[config.mk]
export PLATFORM = sky130hd
export DESIGN_NAME = microstep_ref_gen
export DESIGN_NICKNAME = d
export VERILOG_FILES = /design/src/rtl/microstep_ref_gen.sv
export SDC_FILE = /design/constraint.sdc
export NUM_CORES = 1
export LEC_CHECK = 0
export CORE_AREA = 2 2 160 162
export CTS_CLUSTER_SIZE = 8
export DETAILED_ROUTE_END_ITERATION = 10
export DIE_AREA = 0 0 162 164
export GPL_ROUTABILITY_DRIVEN = 0
export GPL_TIMING_DRIVEN = 1
export HOLD_SLACK_MARGIN = 0.15
export PLACE_DENSITY_LB_ADDON = 0.1
export SETUP_SLACK_MARGIN = 0.02
export SKIP_LAST_GASP = 1
export SYNTH_ARGS = -nofsm -noshare
export SYNTH_HDL_FRONTEND = slang
export SYNTH_SLANG_ARGS = --single-unit
[constraint.sdc]
create_clock -name CLK -period 5.1 [get_ports CLK]
set_clock_uncertainty 0.15 [all_clocks]
set_input_delay 0.51 -clock CLK [delete_from_list [all_inputs] [get_ports CLK]]
set_output_delay 0.51 -clock CLK [all_outputs]
set_load 0.01 [all_outputs]
[src/rtl/microstep_ref_gen.sv]
// microstep_ref_gen
// Converts step/direction pulses with a microstep subdivision level into PHASES sine
// reference words for the current-loop DACs. One shared sine ROM is read once per phase,
// one phase per cycle. Results collect in a shadow buffer, and all phases update REF on
// the same edge. Also provides enable, idle hold-current reduction, busy/overrun status
// and a one-deep pending-step buffer.
//
// The sine table is computed at elaboration from the ROM formula
//   entry k = clamp(round((MID-1)*sin(2*pi*k/2^LUT_AW)) + MID)
// so the design needs no external hex file.
//
// Ports
//   CLK       in   system clock, rising edge
//   rst       in   asynchronous reset, active high
//   EN        in   drive enable
//   CP        in   step pulse (asynchronous), one step per rising edge
//   CCW       in   direction: 1 = angle increments, 0 = decrements
//   SubLevel  in   subdivision level, sampled at the step event
//   REF       out  phase k reference at bits [k*REF_W +: REF_W]
//   ANGLE     out  electrical angle accumulator
//   BUSY      out  refresh sequence in progress
//   HOLD      out  hold-current reduction active
//   OVR       out  sticky: a step was dropped because the pending buffer was full
module microstep_ref_gen #(
    parameter int unsigned REF_W      = 12,
    parameter int unsigned LUT_AW     = 8,
    parameter int unsigned PHASES     = 3,
    parameter int unsigned SUB_W      = 4,
    parameter int unsigned IDLE_CYC   = 1000,
    parameter int unsigned HOLD_SCALE = 8
) (
    input  logic                     CLK,
    input  logic                     rst,
    input  logic                     EN,
    input  logic                     CP,
    input  logic                     CCW,
    input  logic [SUB_W-1:0]         SubLevel,
    output logic [PHASES*REF_W-1:0]  REF,
    output logic [LUT_AW-1:0]        ANGLE,
    output logic                     BUSY,
    output logic                     HOLD,
    output logic                     OVR
);

    localparam int unsigned N    = 2 ** LUT_AW;
    localparam int unsigned MID  = 2 ** (REF_W - 1);
    localparam int unsigned KW   = (PHASES > 1) ? $clog2(PHASES) : 1;
    localparam int unsigned CW   = $clog2(IDLE_CYC + 1);
    localparam int unsigned SMAX = LUT_AW - 2;
    // pi with 40 fractional bits
    localparam logic [43:0] PI_F = 44'h3243F6A8885;

    // Quarter-wave folded Taylor series in 40-bit fixed point; far more precision than
    // the rounding to REF_W bits needs.
    function automatic logic [N*REF_W-1:0] gen_lut();
        logic [N*REF_W-1:0] tbl;
        logic [127:0]       x, x2, term, pos, neg, mag;
        int unsigned        kk;
        int                 v;
        tbl = '0;
        for (int unsigned k = 0; k < N; k++) begin
            kk = k % (N / 2);
            if (kk > N / 4) kk = N / 2 - kk;
            x    = (128'(PI_F) * 128'(2 * kk)) >> LUT_AW;
            x2   = (x * x) >> 40;
            term = x;
            pos  = '0;
            neg  = '0;
            for (int unsigned n = 0; n < 12; n++) begin
                if (n[0]) neg = neg + term;
                else      pos = pos + term;
                term = ((term * x2) >> 40) / 128'((2 * n + 2) * (2 * n + 3));
            end
            // Round the magnitude, then apply the sign: round-half-away-from-zero.
            mag = ((pos - neg) * 128'(MID - 1) + (128'(1) << 39)) >> 40;
            if (k >= N / 2) v = int'(MID) - int'(mag);
            else            v = int'(MID) + int'(mag);
            if (v < 0) v = 0;
            if (v > int'(2 ** REF_W - 1)) v = int'(2 ** REF_W - 1);
            tbl[k*REF_W +: REF_W] = REF_W'(v);
        end
        return tbl;
    endfunction

    localparam logic [N*REF_W-1:0] LUT = gen_lut();

    // MID + ((rom - MID) * scale) >>> 4, signed, REF_W+5 bit intermediate.
    function automatic logic [REF_W-1:0] scale_ref(input logic [REF_W-1:0] rom,
                                                   input logic             hold);
        logic signed [REF_W+4:0] diff, sc, prod;
        diff = $signed({5'b0, rom}) - $signed((REF_W + 5)'(MID));
        sc   = hold ? (REF_W + 5)'(HOLD_SCALE) : (REF_W + 5)'(16);
        prod = (diff * sc) >>> 4;
        return REF_W'(prod + $signed((REF_W + 5)'(MID)));
    endfunction

    typedef enum logic [1:0] {StIdle, StAccept, StRead, StCommit} state_e;

    state_e                    state_q, state_d;
    logic [KW-1:0]             k_q, k_d;
    logic [LUT_AW-1:0]         angle_q, angle_d;
    logic                      cdir_q, cdir_d;
    logic [SUB_W-1:0]          csub_q, csub_d;
    logic                      pend_q, pend_d;
    logic                      pdir_q, pdir_d;
    logic [SUB_W-1:0]          psub_q, psub_d;
    logic                      ovr_q, ovr_d;
    logic                      hold_q, hold_d;
    logic                      rf_q, rf_d;      // refresh owed without a step
    logic [CW-1:0]             cnt_q, cnt_d;
    logic                      en_q;
    logic                      cap_v_q, cap_v_d;
    logic [KW-1:0]             cap_k_q, cap_k_d;
    logic [PHASES*REF_W-1:0]   ref_q, ref_d;
    logic [REF_W-1:0]          shadow_q [PHASES];
    logic [REF_W-1:0]          shadow_nx [PHASES];
    logic [REF_W-1:0]          rom_q;
    logic [LUT_AW-1:0]         rom_addr;
    logic [LUT_AW-1:0]         inc;
    logic                      cp_s1, cp_s2, cp_s3;
    logic                      step_ev;
    logic                      take_ev, take_pend;

    assign step_ev = cp_s2 & ~cp_s3 & EN;

    // Synchronous ROM, one phase address per READ cycle.
    always_comb begin
        rom_addr = angle_q;
        for (int unsigned k = 0; k < PHASES; k++) begin
            if (k_q == KW'(k)) rom_addr = angle_q + LUT_AW'((k * N) / PHASES);
        end
    end

    always_ff @(posedge CLK) begin
        rom_q <= LUT[32'(rom_addr) * REF_W +: REF_W];
    end

    // ROM data arrives one cycle after its READ; scale it into the shadow slot then.
    always_comb begin
        for (int unsigned k = 0; k < PHASES; k++) begin
            shadow_nx[k] = shadow_q[k];
            if (cap_v_q && cap_k_q == KW'(k)) shadow_nx[k] = scale_ref(rom_q, hold_q);
        end
    end

    always_comb begin
        if (32'(csub_q) >= SMAX) inc = LUT_AW'(1);
        else                     inc = LUT_AW'(1) << (SMAX - 32'(csub_q));
    end

    always_comb begin
        state_d   = state_q;
        k_d       = k_q;
        angle_d   = angle_q;
        cdir_d    = cdir_q;
        csub_d    = csub_q;
        pend_d    = pend_q;
        pdir_d    = pdir_q;
        psub_d    = psub_q;
        ovr_d     = ovr_q;
        hold_d    = hold_q;
        rf_d      = rf_q | (EN & ~en_q);
        cnt_d     = cnt_q;
        cap_v_d   = 1'b0;
        cap_k_d   = k_q;
        ref_d     = ref_q;
        take_ev   = 1'b0;
        take_pend = 1'b0;

        case (state_q)
            StIdle: begin
                if (EN && cnt_q < CW'(IDLE_CYC)) cnt_d = cnt_q + 1'b1;
                if (pend_q) begin
                    take_pend = 1'b1;
                end else if (step_ev) begin
                    take_ev = 1'b1;
                end else if (EN && cnt_q == CW'(IDLE_CYC - 1)) begin
                    // Idle timeout: enter hold and redraw at reduced amplitude.
                    hold_d  = 1'b1;
                    rf_d    = 1'b0;
                    k_d     = '0;
                    state_d = StRead;
                end else if (EN && rf_q) begin
                    rf_d    = 1'b0;
                    k_d     = '0;
                    state_d = StRead;
                end
            end
            StAccept: begin
                angle_d = cdir_q ? angle_q + inc : angle_q - inc;
                cnt_d   = '0;
                hold_d  = 1'b0;
                k_d     = '0;
                state_d = StRead;
            end
            StRead: begin
                cap_v_d = 1'b1;
                cap_k_d = k_q;
                if (k_q == KW'(PHASES - 1)) state_d = StCommit;
                else                        k_d     = k_q + 1'b1;
            end
            StCommit: begin
                for (int unsigned k = 0; k < PHASES; k++) ref_d[k*REF_W +: REF_W] = shadow_nx[k];
                if (pend_q) take_pend = 1'b1;
                else        state_d   = StIdle;
            end
            default: state_d = StIdle;
        endcase

        if (take_pend) begin
            state_d = StAccept;
            cdir_d  = pdir_q;
            csub_d  = psub_q;
            pend_d  = 1'b0;
            rf_d    = 1'b0;
        end else if (take_ev) begin
            state_d = StAccept;
            cdir_d  = CCW;
            csub_d  = SubLevel;
            rf_d    = 1'b0;
        end

        // A step that cannot start now waits in the pending slot; the slot is free again
        // in the same cycle it is consumed.
        if (step_ev && !take_ev) begin
            if (!pend_q || take_pend) begin
                pend_d = 1'b1;
                pdir_d = CCW;
                psub_d = SubLevel;
            end else begin
                ovr_d = 1'b1;
            end
        end

        // Disable aborts everything except angle, hold state and the idle count.
        if (!EN) begin
            state_d = StIdle;
            k_d     = '0;
            pend_d  = 1'b0;
            cap_v_d = 1'b0;
            angle_d = angle_q;
            hold_d  = hold_q;
            cnt_d   = cnt_q;
            ref_d   = {PHASES{REF_W'(MID)}};
        end
    end

    always_ff @(posedge CLK or posedge rst) begin
        if (rst) begin
            cp_s1    <= 1'b0;
            cp_s2    <= 1'b0;
            cp_s3    <= 1'b0;
            state_q  <= StIdle;
            k_q      <= '0;
            angle_q  <= '0;
            cdir_q   <= 1'b0;
            csub_q   <= '0;
            pend_q   <= 1'b0;
            pdir_q   <= 1'b0;
            psub_q   <= '0;
            ovr_q    <= 1'b0;
            hold_q   <= 1'b0;
            rf_q     <= 1'b1;   // reset release owes one refresh
            cnt_q    <= '0;
            en_q     <= 1'b0;
            cap_v_q  <= 1'b0;
            cap_k_q  <= '0;
            ref_q    <= {PHASES{REF_W'(MID)}};
            for (int unsigned k = 0; k < PHASES; k++) shadow_q[k] <= REF_W'(MID);
        end else begin
            cp_s1    <= CP;
            cp_s2    <= cp_s1;
            cp_s3    <= cp_s2;
            state_q  <= state_d;
            k_q      <= k_d;
            angle_q  <= angle_d;
            cdir_q   <= cdir_d;
            csub_q   <= csub_d;
            pend_q   <= pend_d;
            pdir_q   <= pdir_d;
            psub_q   <= psub_d;
            ovr_q    <= ovr_d;
            hold_q   <= hold_d;
            rf_q     <= rf_d;
            cnt_q    <= cnt_d;
            en_q     <= EN;
            cap_v_q  <= cap_v_d;
            cap_k_q  <= cap_k_d;
            ref_q    <= ref_d;
            for (int unsigned k = 0; k < PHASES; k++) shadow_q[k] <= shadow_nx[k];
        end
    end

    assign REF   = ref_q;
    assign ANGLE = angle_q;
    assign BUSY  = (state_q != StIdle);
    assign HOLD  = hold_q;
    assign OVR   = ovr_q;

endmodule

Word level (Yosys, flattened, before mapping)
Index checks and enable logic that the tools add are counted.
{"block": "op_classes", "eq_ne": 23, "add_sub_neg": 9, "mul": 2, "bitwise_logic": 7, "reduce_logical": 23, "n_shift": 2, "mux": 55, "order_cmp": 2}
{"cell": "3072-bit by 13-bit variable part select with 12-bit output, first input constant", "n": 1}
{"cell": "36-bit two-way mux", "n": 2}
{"cell": "12-bit two-way mux", "n": 3}
{"cell": "8-bit two-way mux", "n": 4}
{"cell": "1-bit by 32-bit << shifter with 8-bit output, first input constant", "n": 1}
{"cell": "2-bit two-way mux", "n": 15}
{"cell": "1-bit two-way mux", "n": 23}
{"cell": "5-bit inequality test, second input constant", "n": 4}
{"cell": "10-bit one-hot mux with 2 select lines", "n": 1}
{"cell": "13-bit by 6-bit multiplier with 16-bit output", "n": 1}
{"cell": "5-bit AND reduction", "n": 3}
{"cell": "12-bit by 12-bit subtractor with 13-bit output, second input constant", "n": 1}
{"cell": "12-bit adder, second input constant", "n": 1}
{"cell": "10-bit by 1-bit adder with 10-bit output, second input constant", "n": 1}
{"cell": "10-bit == test, second input constant", "n": 1}
{"cell": "10-bit less-than comparator, second input constant", "n": 1}
{"cell": "8-bit by 2-bit multiplier with 10-bit output, second input constant", "n": 1}
{"cell": "10-bit two-way mux", "n": 1}
{"cell": "3-bit inequality test, second input constant", "n": 3}
{"cell": "8-bit by 7-bit adder with 8-bit output, second input constant", "n": 1}
{"cell": "8-bit adder", "n": 1}
{"cell": "8-bit adder, second input constant", "n": 1}
{"cell": "2-bit == test, second input constant", "n": 4}
{"cell": "4-bit two-way mux", "n": 2}
{"cell": "25 further kinds", "n": 46}
{"block": "word_totals", "output_inout_bits": 47, "word_cells": 146, "regBits": 127, "inputBits": 9}

Logic depth before layout (Yosys ltp)
Gate-level depths: netlist (run 1).
{"block": "depth", "ltp_word": 10, "ltp_mapped": 19}

Least setup slack after synthesis (run 1)
No wires, ideal clock.
{"block": "synth_timing", "path_type": "register -> register", "startpoint": "register angle_q[1] (netlist: ANGLE[1])", "endpoint": "register rom_q[2]", "arrival_ps": 3449, "setup_slack_ps": 1368, "required_time_ps": 4817, "setup_time_ps": 133, "path_buffers": 1, "path_stages_with_launch": 14, "cell_sequence": "dfrtp_1 > ha_1 > mux2_2 > o21ai_2 > inv_2 > ha_1 > or2_2 > buf_1 > o21ai_2 > o21ai_0 > a221oi_1 > o31ai_4 > nor4_2 > a221oi_2"}
{"block": "synth_via", "elab_chain_cells": 5, "elab_cells_between_ends": 6, "cone_classes": "2 x add/sub; 1 x mul; 1 x shift; 2 x mux"}
{"item": "start, declared", "line_no": "101", "source": "logic [LUT_AW-1:0] angle_q, angle_d;"}
{"item": "start signal, assigned", "line_no": "276", "source": "angle_q <= angle_d;"}
{"item": "8-bit by 7-bit adder with 8-bit output", "line_no": "130", "source": "if (k_q == KW'(k)) rom_addr = angle_q + LUT_AW'((k * N) / PHASES);"}
{"item": "8-bit two-way mux", "line_no": "130"}
{"item": "8-bit two-way mux *", "line_no": "130"}
{"item": "8-bit by 2-bit multiplier with 10-bit output *", "line_no": "135", "source": "rom_q <= LUT[32'(rom_addr) * REF_W +: REF_W];"}
{"item": "3072-bit by 13-bit variable part select with 12-bit output *", "line_no": "135"}
{"item": "end signal, assigned", "line_no": "135"}
{"item": "end, declared", "line_no": "117", "source": "logic [REF_W-1:0] rom_q;"}
Mark *: on every way between the ends. The rest lies on a longest branch, timed or not.
A chain may end at the register's enable or synchronous reset.

Worst setup path after layout (run 1)
{"block": "layout_timing", "startpoint": "register k_q[0] (netlist: cap_k_d[0])", "endpoint": "register rom_q[1]"}
{"block": "layout_via", "elab_chain_cells": 5, "elab_cells_between_ends": 6, "cone_classes": "1 x mul; 2 x eq/ne; 1 x shift; 2 x mux"}
{"item": "start, declared", "line_no": "100", "source": "logic [KW-1:0] k_q, k_d;"}
{"item": "start signal, assigned", "line_no": "275", "source": "k_q <= k_d;"}
{"item": "2-bit by 1-bit == test with 1-bit output", "line_no": "130"}
{"item": "8-bit two-way mux", "line_no": "130"}
{"item": "8-bit two-way mux *", "line_no": "130"}
{"item": "8-bit by 2-bit multiplier with 10-bit output *", "line_no": "135"}
{"item": "3072-bit by 13-bit variable part select with 12-bit output *", "line_no": "135"}
Marked as above.

==> results.md, run 1 <==
- Register area share after synthesis: 31.8%
- Synth Cell Area: 9820 um^2
- Yosys synthesis warning count: 0
- Worst Path Arrival: 4460 ps
- Die W: 162 um
- Clk Tree Root Cell: clkbuf_16
- Sequential cell area: 3130 um^2
- Initial Utilization: 39.6%
- Peak Freq: 0.231 GHz
- Iteration-0 DRC count of the detailed router: 1260
- Ant diodes: 0
- Post-CTS resize count: 0
- Wire length per cell: 21.0 um
- Final Hold Vio Count: 0
- Fraction of layout cells with a size suffix above 1: 11.2%
- Number of fill cells: 2484
- First-pass GRT wire length: 52700 um
- Vias in the first global route: 9125
- Hold_ws: 206 ps
- Post-DP HPWL: 22200 um
- ANT nets after route: 0
- Post-Route WL: 32900 um
- Crit share post-route: 84.7%
- Max_slew headroom: 29.5%
- Critical Path Most Common Cell: ha_1
- Bufs on Longest Clock Path: 2
- Crit path kind: register to register
- R2R depth: 10
- WHS Path Cells: 0
- PortBufs: 55
- Grt ovf: 0
- Number of synthesized flops with an enable pin: 0
- DR DRC count: 0
- TritonCTS clock tree: done
- Pins over their slew limit: 0
- Synth unique cells: 97
- Slowest CP cell: ha_1
- Setup tns final: 0 ps
- Worst-margin pin slew: 1060 ps
- H-tree depth: 4
- Synth Flop Type: dfrtp_1
- Core ar.: 24800 um^2
- FF+latch count, synth: 127
- Worst Hold Launch: cp_s1
- Max-Cap Viols: 0
- FF-to-FF End: rom_q[1]
- CP Launch Type: register
- Req. time, crit path: 5240 ps
- Hold Path End: cp_s2
- Die ar.: 26600 um^2
- Crit path cell chain: inv_1 -> ha_1 -> nand2b_1 -> xor2_1 -> ha_1 -> nor3_2 -> a21oi_1 -> o311ai_0 -> buf_4 -> nand4_1
- Total CTS buffers: 17
- Post-synth ARST share: 90.6%
- Multi-input gate area: 6130 um^2
- RSZ-0062 raised after global routing: false
- Num ports: 56
- Final setup viols: 0
- Initial antenna violation count: 1
- Largest net degree at the start of global routing: 60
- Vias/cell: 6.18
- Most frequent cells in the layout: nand2_1 (144), o21ai_0 (109), dfrtp_1 (108), nor2_1 (104), a21oi_1 (100)
- FF-to-FF setup slack: 780 ps
- CP endpoint kind: register
- Fin nets: 1281
- Clock-pin transition on the worst setup and hold timing paths: 60 ps
- Critical path's largest stage delay: 630 ps
- Reg-to-Reg Start: cap_k_d[0]
- DRT Pass-1 Iters: 7
- Crit path max fanout: 17
- Mean post-synth cell area: 8.08 um^2
- Status: finished, final reports clean
- Clk_lat worst skew: 420 ps
- Min-Delay Path Class: register to register
- Vias: 9713
- Rows: 58
- Final Critical Period: 4320 ps
- Gr usage total: 25.1%
- Sink Count: 127
- Area growth syn-to-layout: 14.4%
- Die height: 164 um
- Most common cell after layout, fill and taps aside: nand2_1
- Post-synthesis cell count: 1215
kinds of logic after synthesis:
group	share of synthesized area, %
compound gates	29.2
simple gates	19.2
fa+ha+maj	5.76
buf+inv	6.16
xor+xnor	2.75
flops	31.8
other cells	0.0765
mux	5.05
Yosys cell counts, types with 13 or more instances:
library cell	n	area, um^2
o211ai_1	29	218
nor3_1	35	175
o21ai_1	13	65.1
nand2_1	144	541
dfrtp_1	108	2700
a211oi_1	23	173
a21oi_1	100	500
o21ai_0	109	546
clkbuf_1	50	188
xor2_1	16	140
ha_1	42	526
nand2b_1	17	106
mux2i_1	27	270
buf_2	36	180
nor2_1	105	394
xnor2_1	13	114
mux2_2	20	225
inv_1	28	105
nand3_1	40	200
a31oi_1	21	131
critical path, delay by kind of cell, from the launching register on:
family	cells	cell delay [ps]
xor gates and xnor gates	1	610
and+or+nand+nor	3	940
AOI/OAI and AO/OA	2	660
buffers and inverters	2	300
DFF	1	410
adders and majority gates	2	1110
cell type report:
type / count / share of cell area [%]
well taps: 330 / 3.68
flip-flops and latches: 127 / 27.8
multi-input cells: 963 / 54.6
clock inverters: 15 / 1.77
inverters: 31 / 1.06
clock buffers: 17 / 3.79
repair buffers: 88 / 7.24
what timing repair did:
action | in CTS | in global routing
buffers inserted | 0 | 0
endpoints found under the hold margin | 1 | 0
hold buffers | 1 | 0
setup endpoints to repair | 0 | 0
worst max path at each step:
stage | start | to
final | cap_k_d[0] | rom_q[1]
after CTS | cap_k_d[0] | rom_q[1]
after global placement | cap_k_d[0] | rom_q[1]
after detailed placement | cap_k_d[0] | rom_q[1]
after floorplan | ANGLE[1] | rom_q[2]
after global routing | cap_k_d[0] | rom_q[1]
layer usage:
layer  routed length [um]  vias to the layer above  GRT usage, %
met5                    0                        -             0
met4                 1290                        0          10.6
met3                 3220                      113          6.72
met2                14100                      554          37.3
met1                14300                     4551          34.4
li1                     -                     4495             -
through the flow:
step | utilization, % | instance area (um^2) | std cells | setup WS (ps)
finish | 45.2 | 11200 | 1571 | 779
global route | 45.2 | 11200 | 1571 | 511
CTS | 45.2 | 11200 | 1571 | 904
detailed placement | 42.7 | 10600 | 1538 | 933
global placement | 42.7 | 10600 | 1538 | 879
floorplan | - | 9840 | 1222 | 1370
flip-flops by register name, indices dropped and copies added, names as in the netlist:
register  flops
en_q          1
shadow_q     36
HOLD          1
state_q       2
psub_q        4
REF          36
ANGLE         8
cdir_q        1
OVR           1
cnt_q        10
rom_q        12
cap_k_q       2
cap_k_d       2
cp_s3         1
cp_s1         1
pdir_q        1
rf_q          1
cap_v_q       1
csub_q        4
pend_q        1
cp_s2         1
Power of run 1 is not shown: default switching activity piles up to over one toggle a cycle in this logic, so the estimate is an artifact.
==> run 2, diff against run 1 <==
==> constraint.sdc (replaced) <==
create_clock -name CLK -period 3.9 [get_ports CLK]
set_clock_uncertainty 0.15 [all_clocks]
set_input_delay 0.39 -clock CLK [delete_from_list [all_inputs] [get_ports CLK]]
set_output_delay 0.39 -clock CLK [all_outputs]
set_load 0.01 [all_outputs]
==> results.md, run 2 (same netlist as run 1, synthesis figures left out) <==
- DRT Pass-1 Iters: 6
- Max-Cap Viols: 0
- Crit share post-route: 94.5%
- Min-Delay Path Class: register to register
- Setup tns final: 0 ps
- Core ar.: 24800 um^2
- FF-to-FF setup slack: 220 ps
- CP Launch Type: register
- Initial Utilization: 39.6%
- Critical Path Most Common Cell: buf_4
- Area of placed instances: 10900 um^2
- Wire length per cell: 20.5 um
- Worst-margin pin slew: 1010 ps
- Reg-to-Reg Start: cap_k_d[0]
- Final setup viols: 0
- Critical path's largest stage delay: 410 ps
- Worst setup endpoint: rom_q[3]
- Crit path kind: register to register
- PnR worst setup slack: 216 ps
- Final Hold Vio Count: 0
- Worst Path Arrival: 3840 ps
- Most frequent cells in the layout: nand2_1 (144), o21ai_0 (109), dfrtp_1 (108), nor2_1 (103), a21oi_1 (100)
- Area growth syn-to-layout: 17.7%
- Crit path cell chain: inv_1 -> ha_1 -> buf_4 -> a211o_1 -> a31oi_4 -> buf_4 -> o21ai_0 -> a211oi_1 -> a211oi_1 -> nor4_1 -> o311ai_1 -> buf_4
- Num ports: 56
- Initial antenna violation count: 0
- DP Worst Slack: 246 ps
- Iteration-0 DRC count of the detailed router: 1282
- Max_slew headroom: 32.8%
- CP Launch Point: cap_k_d[0]
- Status: finished, final reports clean
- Pins over their slew limit: 0
- Rows: 58
- RSZ-0062 raised after global routing: false
- Die ar.: 26600 um^2
- Final instance area: 11600 um^2
- Post-Route WL: 32900 um
- Post-DP HPWL: 23100 um
- Clk_lat worst skew: 420 ps
- Clk Tree Root Cell: clkbuf_16
- CP Buf/Inv Count: 4
- Hold_ws: 198 ps
- Gr usage total: 25.2%
- Req. time, crit path: 4060 ps
- H-tree depth: 4
- CTS Hold Buffers Added: 0
- FF-to-FF End: rom_q[3]
- Clock-pin transition on the worst setup and hold timing paths: 60 ps
- Grt ovf: 0
- Final Critical Period: 3680 ps
- PortBufs: 55
- Sink Count: 127
- Largest net degree at the start of global routing: 73
- R2R depth: 12
- DR DRC count: 0
- Most common cell after layout, fill and taps aside: nand2_1
- Slowest CP cell: a211oi_1
- WP depth: 12
- TritonCTS clock tree: done
- Ant diodes: 0
- First-pass GRT wire length: 52700 um
- Vias in the first global route: 9258
- CP endpoint kind: register
- Fin nets: 1315
- Vias/cell: 6.12
- Fraction of layout cells with a size suffix above 1: 14.0%
- Die W: 162 um
- Bufs on Longest Clock Path: 2
- Worst path top cell family by delay: compound AO/OA/AOI/OAI gates
- Vias: 9825
- Total CTS buffers: 17
- Peak Freq: 0.271 GHz
- Crit path max fanout: 13
- ANT nets after route: 0
- Die height: 164 um
[run 2: metrics by stage]
| step | utilization [%] | instances |
|---|---|---|
| 2_1_floorplan | - | 1222 |
| 3_3_place_gp | 44.1 | 1573 |
| 3_5_place_dp | 44.1 | 1573 |
| 4_1_cts | 46.5 | 1605 |
| 5_1_grt | 46.5 | 1605 |
| 6_report | 46.5 | 1605 |
[run 2: metal layers]
layer | track usage, % | part of all wire [%] | vias up
met5 | 0 | 0 | -
met4 | 10.0 | 3.8 | 0
met3 | 5.28 | 9.2 | 119
met2 | 37.5 | 43 | 572
met1 | 35.8 | 44 | 4576
li1 | - | - | 4558
[run 2: how the worst min path moves through the flow]
stage,start,slack (ps),endpoint,depth (start not counted)
final,cp_s1,200,cp_s2,0
after global routing,cp_s1,220,cp_s2,0
after CTS,cp_s1,200,cp_s2,0
after detailed placement,cp_s1,190,cp_s2,0
after global placement,cp_s1,180,cp_s2,0
after floorplan,cp_s1,180,cp_s2,0
[run 2: layout make-up]
class                           count  area, um^2
Timing Repair Buffer              122        1150
Sequential cell                   127        3130
Clock inverter                     15         171
Fill cell                        2478       13300
Multi-Input combinational cell    963        6140
Clock buffer                       17         425
Inverter                           31         119
Tap cell                          330         413
[run 2: repair_timing]
action | CTS | global route
setup buffers | 0 | 0
gates resized for setup | 0 | 4
endpoints found under the hold margin | 0 | 0
endpoints found under the setup margin | 0 | 2
Power of run 2 is left out for the same reason.
==> run 3, diff against run 2 <==
--- a/config.mk
+++ b/config.mk
@@ -5,10 +5,11 @@
 export SDC_FILE = /design/constraint.sdc
 export NUM_CORES = 1
 export LEC_CHECK = 0
-export CORE_AREA = 2 2 160 162
+export ABC_AREA = 1
+export CORE_AREA = 2 2 157 159
 export CTS_CLUSTER_SIZE = 8
 export DETAILED_ROUTE_END_ITERATION = 10
-export DIE_AREA = 0 0 162 164
+export DIE_AREA = 0 0 159 161
 export GPL_ROUTABILITY_DRIVEN = 0
 export GPL_TIMING_DRIVEN = 1
 export HOLD_SLACK_MARGIN = 0.15
==> results.md, run 3 <==
- Status: finished, final reports clean
- Min-Delay Path Class: register to register
- Hold Path End: cp_s2
- Final setup viols: 0
- Die height: 161 um
- TritonCTS clock tree: done
- Worst Hold Launch: cp_s1
- Critical Path Most Common Cell: nand2_1
- Num ports: 56
- Post-synth ARST share: 90.6%
- H-tree depth: 4
- PortBufs: 55
- Initial antenna violation count: 0
- Max-Cap Viols: 0
- Wire length per cell: 16.2 um
- Grt ovf: 0
- Register area share after synthesis: 33.4%
- Slowest CP cell: fa_1
- ANT nets after route: 0
- Rows: 57
- Clk Tree Root Cell: clkbuf_16
- Die ar.: 25600 um^2
- Gr usage total: 22.9%
- Post-DP HPWL: 21100 um
- Worst Path Arrival: 3580 ps
- RSZ-0062 raised after global routing: false
- Clk_lat worst skew: 420 ps
- Area contributors post-synth: dfrtp_1 (29%), nand2_1 (18%), nand3_1 (11%)
- Dominant cell type by area after synthesis: dfrtp_1
- Mean post-synth cell area: 6.61 um^2
- Fin nets: 1525
- Number of synthesized flops with an enable pin: 0
- R2R depth: 17
- Peak Freq: 0.295 GHz
- CP Launch Point: csub_q[0]
- Vias in the first global route: 8918
- CP Launch Type: register
- FF-to-FF setup slack: 510 ps
- Post-synthesis cell count: 1418
- Final instance area: 11000 um^2
- Area of placed instances: 10300 um^2
- Number of fill cells: 2557
- Share of Yosys cell area claimed by the top area cell type: 28.8%
- Largest net degree at the start of global routing: 65
- CP Buf/Inv Count: 2
- Iteration-0 DRC count of the detailed router: 1024
- Initial Utilization: 39.1%
- Final Critical Period: 3390 ps
- Post-Route WL: 29200 um
- DRT Pass-1 Iters: 8
- Fraction of layout cells with a size suffix above 1: 8.22%
- FF-to-FF End: ANGLE[6]
- FF+latch count, synth: 127
- Area growth syn-to-layout: 17.0%
- Most frequent cells in the layout: nand2_1 (460), nand3_1 (199), inv_1 (153), o21ai_0 (115), dfrtp_1 (108)
- Crit path cell chain: ha_1 -> xor2_1 -> inv_1 -> o21ai_1 -> inv_1 -> ha_1 -> nand2_1 -> o21ai_0 -> fa_1 -> nand2_1 -> nand2_1 -> a21oi_1 -> nor2_1 -> o21ai_0 -> nand2_1 -> xnor2_1 -> o21ai_0
- Clock-pin transition on the worst setup and hold timing paths: 70 ps
- Synth unique cells: 52
- Core Util, Final: 45.7%
- Max_slew headroom: 24.3%
- Reg-to-Reg Start: csub_q[0]
- First-pass GRT wire length: 47300 um
- Most common cell after layout, fill and taps aside: nand2_1
- Worst-margin pin slew: 1130 ps
- WHS Path Cells: 0
- DR DRC count: 0
- Crit share post-route: 86.8%
- Setup tns final: 0 ps
- Worst path top cell family by delay: adder cells
- Post-CTS Setup Inserts: 0
- CP endpoint kind: register
- Die W: 159 um
- Top-count cell post-synth: nand2_1
- Final Hold Vio Count: 0
- Vias: 9604
- Crit path max fanout: 5
- Synth Flop Type: dfrtp_1
- Crit path kind: register to register
- Sink Count: 127
- Core ar.: 24000 um^2
- PnR worst setup slack: 513 ps
- Synth cell count leaders: nand2_1 (461), nand3_1 (199), inv_1 (154), o21ai_0 (116), dfrtp_1 (108)
- Synth Cell Area: 9370 um^2
- Vias/cell: 5.31
- Req. time, crit path: 4090 ps
- Pins over their slew limit: 0
- Total CTS buffers: 17
- Yosys synthesis warning count: 0
- Ant diodes: 0
- Critical path's largest stage delay: 450 ps
- Bufs on Longest Clock Path: 2
- DP Worst Slack: 410 ps
## run 3: cell types whose count changed after synthesis, moves of 20 or more
cell,change
nand3_1,+159
o211ai_1,-23
mux2i_1,-25
a211oi_1,-22
nand2_1,+317
a21oi_1,-55
inv_1,+126
clkbuf_1,-34
nor2_1,-20
nor3_1,-29
or2_2,+22
## run 3: repair_timing
item                                    4_1_cts  5_1_grt
hold buffers                                  0        0
endpoints found under the setup margin        0        1
resized for setup                             0        1
## run 3: through the flow
stage	instances	hold slack [ps]
6_report	1809	203
5_1_grt	1809	227
4_1_cts	1809	207
3_5_place_dp	1777	193
3_3_place_gp	1777	183
2_1_floorplan	1425	181
## run 3: worst register-to-register path, stage by stage (launching register included)
cell     delay, ps
dfrtp_1        410
ha_1           240
xor2_1         330
inv_1          130
o21ai_1        250
inv_1           70
ha_1           270
nand2_1         60
o21ai_0        140
fa_1           450
nand2_1         70
nand2_1         50
a21oi_1        150
nor2_1          70
o21ai_0        150
nand2_1         80
xnor2_1        120
o21ai_0        130
## run 3: kinds of logic after synthesis
kind of cell             share of synthesized area (%)
AO/OA/AOI/OAI                                     11.7
AND/OR/NAND/NOR                                   37.1
adder cells (fa/ha/maj)                           6.03
other                                           0.0801
multiplexers                                     0.454
flip-flops                                        33.4
buffers and inverters                             9.63
XOR/XNOR                                          1.68
## run 3: area by class of cell
| class | instances | area [um^2] | share of cell area (%) |
|---|---|---|---|
| multi-input cells | 1084 | 5370 | 49.0 |
| flip-flops and latches | 127 | 3130 | 28.5 |
| repair buffers | 83 | 798 | 7.28 |
| inverters | 159 | 599 | 5.47 |
| clock buffers | 17 | 425 | 3.88 |
| well taps | 324 | 405 | 3.70 |
| clock inverters | 15 | 233 | 2.12 |
## run 3: metal layers
layer	up-vias	share of wire [%]	track usage [%]
met1	4334	45	31.9
met2	473	43	35.1
met3	102	7.6	3.90
li1	4695	-	-
met5	-	0	0
met4	0	4.4	10.5
## run 3: how the worst max path moves through the flow
stage,slack [ps],depth (start not counted),endpoint
global placement,510,17,ANGLE[6]
finish,510,17,ANGLE[6]
CTS,410,17,ANGLE[6]
detailed placement,410,17,ANGLE[6]
global route,110,17,ANGLE[6]
floorplan,330,1,ANGLE[0]
Power of run 3 is left out for the same reason.
